File: src/rtl/rsa_two_power_mod_arbiter.sv
// rtl/rsa_two_power_mod_arbiter.sv - round-robin arbiter sharing one 2^p mod N engine between two requesters
module rsa_two_power_mod_arbiter #(
  parameter int MOD_WIDTH   = 256,
  parameter int POWER_WIDTH = 32
) (
  input  logic                   clk,
  input  logic                   rst,
  input  logic                   req0_valid,
  output logic                   req0_ready,
  input  logic [MOD_WIDTH-1:0]   req0_modulus,
  input  logic [POWER_WIDTH-1:0] req0_power,
  input  logic                   req1_valid,
  output logic                   req1_ready,
  input  logic [MOD_WIDTH-1:0]   req1_modulus,
  input  logic [POWER_WIDTH-1:0] req1_power,
  output logic                   rsp0_valid,
  input  logic                   rsp0_ready,
  output logic [MOD_WIDTH-1:0]   rsp0_out,
  output logic                   rsp1_valid,
  input  logic                   rsp1_ready,
  output logic [MOD_WIDTH-1:0]   rsp1_out,
  output logic                   eng_i_valid,
  input  logic                   eng_i_ready,
  output logic [MOD_WIDTH-1:0]   eng_i_modulus,
  output logic [POWER_WIDTH-1:0] eng_i_power,
  input  logic                   eng_o_valid,
  output logic                   eng_o_ready,
  input  logic [MOD_WIDTH-1:0]   eng_o_out,
  output logic                   busy
);

  typedef enum logic [1:0] {IDLE, ISSUE, WAIT, RESPOND} state_t;

  state_t                 state_q, state_d;
  logic                   ptr_q, ptr_d;
  logic                   tag_q, tag_d;
  logic [MOD_WIDTH-1:0]   mod_q, mod_d;
  logic [MOD_WIDTH-1:0]   res_q, res_d;
  logic [POWER_WIDTH-1:0] pow_q, pow_d;

  logic                   grant;
  logic                   accept;
  logic                   rsp_take;
  logic [MOD_WIDTH-1:0]   acc_mod;
  logic [POWER_WIDTH-1:0] acc_pow;

  // Priority pointer only breaks ties; a lone requester always wins.
  assign grant      = (req0_valid && req1_valid) ? ptr_q : req1_valid;
  assign req0_ready = (state_q == IDLE) && req0_valid && !grant;
  assign req1_ready = (state_q == IDLE) && req1_valid && grant;
  assign accept     = req0_ready || req1_ready;
  assign acc_mod    = grant ? req1_modulus : req0_modulus;
  assign acc_pow    = grant ? req1_power : req0_power;
  assign rsp_take   = tag_q ? rsp1_ready : rsp0_ready;

  always_comb begin
    state_d = state_q;
    ptr_d   = ptr_q;
    tag_d   = tag_q;
    mod_d   = mod_q;
    pow_d   = pow_q;
    res_d   = res_q;
    case (state_q)
      IDLE: begin
        if (accept) begin
          mod_d = acc_mod;
          pow_d = acc_pow;
          tag_d = grant;
          // 2^0 is answered locally as 1, without reduction, so the engine never sees p==0.
          if (acc_pow == '0) begin
            res_d   = MOD_WIDTH'(1);
            state_d = RESPOND;
          end else begin
            state_d = ISSUE;
          end
        end
      end
      ISSUE: begin
        if (eng_i_ready) state_d = WAIT;
      end
      WAIT: begin
        if (eng_o_valid) begin
          res_d   = eng_o_out;
          state_d = RESPOND;
        end
      end
      RESPOND: begin
        if (rsp_take) begin
          ptr_d   = ~tag_q;
          state_d = IDLE;
        end
      end
      default: state_d = IDLE;
    endcase
  end

  always_ff @(posedge clk) begin
    if (rst) begin
      state_q <= IDLE;
      ptr_q   <= 1'b0;
      tag_q   <= 1'b0;
      mod_q   <= '0;
      pow_q   <= '0;
      res_q   <= '0;
    end else begin
      state_q <= state_d;
      ptr_q   <= ptr_d;
      tag_q   <= tag_d;
      mod_q   <= mod_d;
      pow_q   <= pow_d;
      res_q   <= res_d;
    end
  end

  assign eng_i_valid   = (state_q == ISSUE);
  assign eng_i_modulus = mod_q;
  assign eng_i_power   = pow_q;
  assign eng_o_ready   = (state_q == WAIT);
  assign rsp0_valid    = (state_q == RESPOND) && !tag_q;
  assign rsp1_valid    = (state_q == RESPOND) && tag_q;
  assign rsp0_out      = res_q;
  assign rsp1_out      = res_q;
  assign busy          = (state_q != IDLE);

endmodule

File: config.mk
export PLATFORM = sky130hd
export DESIGN_NAME = rsa_two_power_mod_arbiter
export DESIGN_NICKNAME = d
export VERILOG_FILES = /design/src/rtl/rsa_two_power_mod_arbiter.sv
export SDC_FILE = /design/constraint.sdc
export NUM_CORES = 1
export LEC_CHECK = 0
export ABC_AREA = 1
export CELL_PAD_IN_SITES_DETAIL_PLACEMENT = 1
export CELL_PAD_IN_SITES_GLOBAL_PLACEMENT = 1
export CORE_AREA = 2 2 639 641
export CTS_CLUSTER_DIAMETER = 80
export DETAILED_ROUTE_END_ITERATION = 6
export DIE_AREA = 0 0 641 643
export GPL_ROUTABILITY_DRIVEN = 0
export GPL_TIMING_DRIVEN = 0
export PLACE_DENSITY_LB_ADDON = 0.1
export SYNTH_ARGS = -nofsm -noshare
export SYNTH_HDL_FRONTEND = slang
export SYNTH_SLANG_ARGS = --single-unit
File: constraint.sdc
create_clock -name clk -period 3.2 [get_ports clk]
set_input_delay 0.48 -clock clk [delete_from_list [all_inputs] [get_ports clk]]
set_output_delay 0.48 -clock clk [all_outputs]
set_load 0.03 [all_outputs]
==> run_results.csv <==
group,metric,value,unit
synthesis,synth_area_leaders,"dfxtp_1 (39%), nand2_1 (17%), inv_1 (8.5%), o211ai_1 (7.7%), buf_4 (7.4%)",
route,viasPerCell,2.970,
cts,cts_buffers,106,
worst_hold_path,min_to,"rsp0_out[169]",
final_layout,fillers,48487,
floorplan,io-pin-count,1647,
pwr,clkPwrFrac,20.6,%
timing,slew_headroom,23.24,%
floorplan,die_width,641,um
pwr,p_per_area,1076,nW/um^2
cts,clkLatencyLatePin,0.84,ns
route,dr.pass1.iters,4,
floorplan,fp.coreArea,405200,sq um
outcome,outcome,"finished, final reports clean",
critical_path,cp-start-kind,"flop",
pwr,seqPwrFrac,20.1,%
synthesis,synthArstFlopShare,0,%
synthesis,synth_ff_type,"dfxtp_1",
cts,cts_tree,"done",
synthesis,ys_types,23,
timing,fin_hold_ws,0.3108,ns
final_layout,fin_util,13.62,%
pwr,pwr-share-comb,59.3,%
job,drv_cap,0,
global_routing,met3_usage,4.823,%
global_routing,grt_usage,13.69,%
critical_path,r2r_setup_slack,0.28,ns
timing,skew,0.05377,ns
placement,dp_slack,-2.318,ns
cts,htreeDepth,3,
synthesis,yosys_warnings,0,
synthesis,ys_ff_latch,548,
floorplan,initial_utilization,6.902,%
synthesis,synth_nets,5110,
critical_path,reg2reg_depth,18,
pwr,vdd_ir_drop_max,0.0004635,V
synthesis,yosysMostFrequentCell,"nand2_1",
route,vias,34353,
worst_hold_path,hp-start,"eng_o_out[169]",
critical_path,crit_arrival,2.53,ns
floorplan,fp-row-count,234,
critical_path,critPathCaptureType,"output port",
route,wl,292400,um
final_layout,nNetsFinal,6867,
pwr,leakagePower,0.02421,uW
timing,period_share,94.15,%
timing,finalSetupViolations,0,
timing,finalMaxSlewViolations,0,
timing,max_freq,331.9,MHz
worst_hold_path,hold_depth,5,
synthesis,ys_top_cells_by_count,"nand2_1 (1,294), inv_1 (637), dfxtp_1 (548)",
critical_path,reg2reg_from,"ptr_q",
final_layout,final_cell_area,55210,sq um
floorplan,die_area,412200,sq um
route,drc,0,
timing,tightest_slew,1.151,ns
final_layout,synthToLayoutAreaGrowth,97.38,%
placement,io_buffers,1646,
global_routing,grt_max_degree,16,
global_routing,overflow,0,
synthesis,syn_area,27970,sq um
worst_hold_path,hold_path_class,"primary input to flop",
floorplan,fp.dieH,643,um
placement,postPlaceCellArea,51290,sq um
global_routing,met1_usage,12.97,%
critical_path,criticalPathCategory,"flop to output port",
final_layout,register_area,10970,sq um
cts,root_buffer,"clkbuf_16",
placement,placed_cells,11341,
timing,hold_viol_final,0,
cts,clk_transition_reported_paths,0.06,ns
cts,cts.sinks,548,
synthesis,synth_edf_count,0,
pwr,netSwitchingPower,30060,uW
final_layout,stdcell_count,11567,
pwr,sw_frac_of_total,50.62,%
global_routing,grt_pass1_wl,374200,um
synthesis,post-synth-top-area-cell,"dfxtp_1",
timing,fin_ws,0.1871,ns
timing,finalCriticalPeriod,3.013,ns
pwr,p_int,29320,uW
synthesis,synth.top_cell.area_share,39.22,%
final_layout,multi_input_area,11360,sq um
route,routedWlPerCell,25.28,um
critical_path,regToRegEndpoint,"rsp0_out[194]",
synthesis,ys_seq_area_share,39.22,%
cts,clockBufferDepth,4,
critical_path,cp_data_required_time,2.72,ns
global_routing,grt_use_met2,27.62,%
global_routing,grt_pass1_vias,36156,
global_routing,grt.busiest_layer,"met2",
synthesis,synthCells,4265,
global_routing,antenna_found_initial,147,
synthesis,syn_avg_cell_area,6.558,sq um
route,drt_iter0_drc,1116,
critical_path,worstPathMaxFanout,10,
critical_path,cp-startpoint,"ptr_q",
final_layout,layout-drive-gt1-share,9.173,%
route,ant_nets,0,
placement,hpwl,251500,um
power groups by stage:
stage	sequential, uW	combinational (uW)	clock [uW]
4_1_cts	12200	36700	12900
5_1_grt	12300	38400	13100
2_1_floorplan	15400	14400	0
3_3_place_gp	12200	36500	0
6_report	11900	35200	12200
3_5_place_dp	12300	36400	0
timing repair:
action,4_1_cts,5_1_grt
setup buffers,0,1
gates resized for setup,58,32
pin swaps,0,2
setup endpoints to repair,494,167
hold buffers,0,0
cells in the final DEF (no fill, tap or decap), types with 2 or more instances in the layout:
cell type / Yosys / layout
buf_6: 15 / 16
nand3b_1: 27 / 27
clkdlybuf4s15_2: 0 / 2
buf_1: 30 / 27
clkinv_4: 0 / 9
inv_1: 637 / 636
inv_2: 1 / 2
diode_2: 0 / 34
buf_2: 40 / 34
ha_1: 5 / 5
buf_12: 0 / 5
clkbuf_8: 0 / 21
nand2_1: 1294 / 1288
clkinv_16: 0 / 2
nand2_2: 4 / 9
clkbuf_1: 193 / 180
clkbuf_4: 0 / 7
clkinvlp_4: 0 / 5
nand3_1: 363 / 363
clkdlybuf4s50_1: 0 / 1642
dfxtp_1: 548 / 548
bufinv_16: 0 / 12
nor2_1: 425 / 423
a21oi_1: 108 / 107
o21ai_1: 5 / 3
o21ai_0: 3 / 3
o211ai_1: 288 / 288
o21ai_2: 0 / 2
clkbuf_16: 0 / 107
buf_4: 274 / 278
clkinv_2: 0 / 16
clkbuf_2: 0 / 27
layer usage:
layer	routed length [um]	share of wire, %	vias to the layer above
met5	607	0.21	-
met4	7098	2.4	94
met3	22970	7.9	393
met2	163000	56	1144
met1	98740	34	16276
li1	-	-	16446
stage by stage:
stage	setup TNS [ns]	power [uW]
finish	0	59370
global route	-0.2718	63830
CTS	0	61720
detailed placement	-618.98	48620
global placement	-652.26	48690
floorplan	0	29790
sequential cells by signal (all words and copies together), names as in the netlist:
register and count:
eng_i_modulus 256, eng_i_power 32, ptr_q 1, rsp0_out 256, state_q 2, tag_q 1
critical path, cell delays in order, from the launching register on:
cell             delay, ns
dfxtp_1               0.31
inv_1                 0.06
nand2_2               0.07
nand2_2               0.19
buf_8                 0.23
clkinv_2              0.17
clkbuf_4              0.25
nor2_1                0.11
clkdlybuf4s15_2       0.32
worst max-delay path by stage:
stage / to / cells past startpoint
2_1_floorplan: rsp0_out[220] / 11
3_3_place_gp: eng_i_modulus[205] / 11
3_5_place_dp: eng_i_modulus[205] / 11
4_1_cts: eng_i_modulus[205] / 10
5_1_grt: rsp0_out[251] / 17
6_report: req0_ready / 8
final cells by class:
| type | instances | area share (%) |
|---|---|---|
| Sequential cell | 548 | 19.87 |
| Buffer | 553 | 6.167 |
| Clock buffer | 147 | 5.503 |
| Tap cell | 5428 | 12.30 |
| Antenna cell | 34 | 0.1541 |
| Multi-Input combinational cell | 2525 | 20.58 |
| Inverter | 639 | 4.347 |
| Clock inverter | 44 | 1.145 |
| Timing Repair Buffer | 1649 | 29.93 |
cell families (layout without fill, tap and decap cells):
group / count (synthesis) / after routing / share of synthesized area, %
other: 0 / 34 / 0
AND/OR/NAND/NOR: 2113 / 2113 / 30.38
AO/OA/AOI/OAI: 407 / 407 / 9.877
buffers and inverters: 1192 / 3032 / 20.30
flip-flops: 548 / 548 / 39.22
adder cells (fa/ha/maj): 5 / 5 / 0.2237
(Power assumes the default switching activity.)
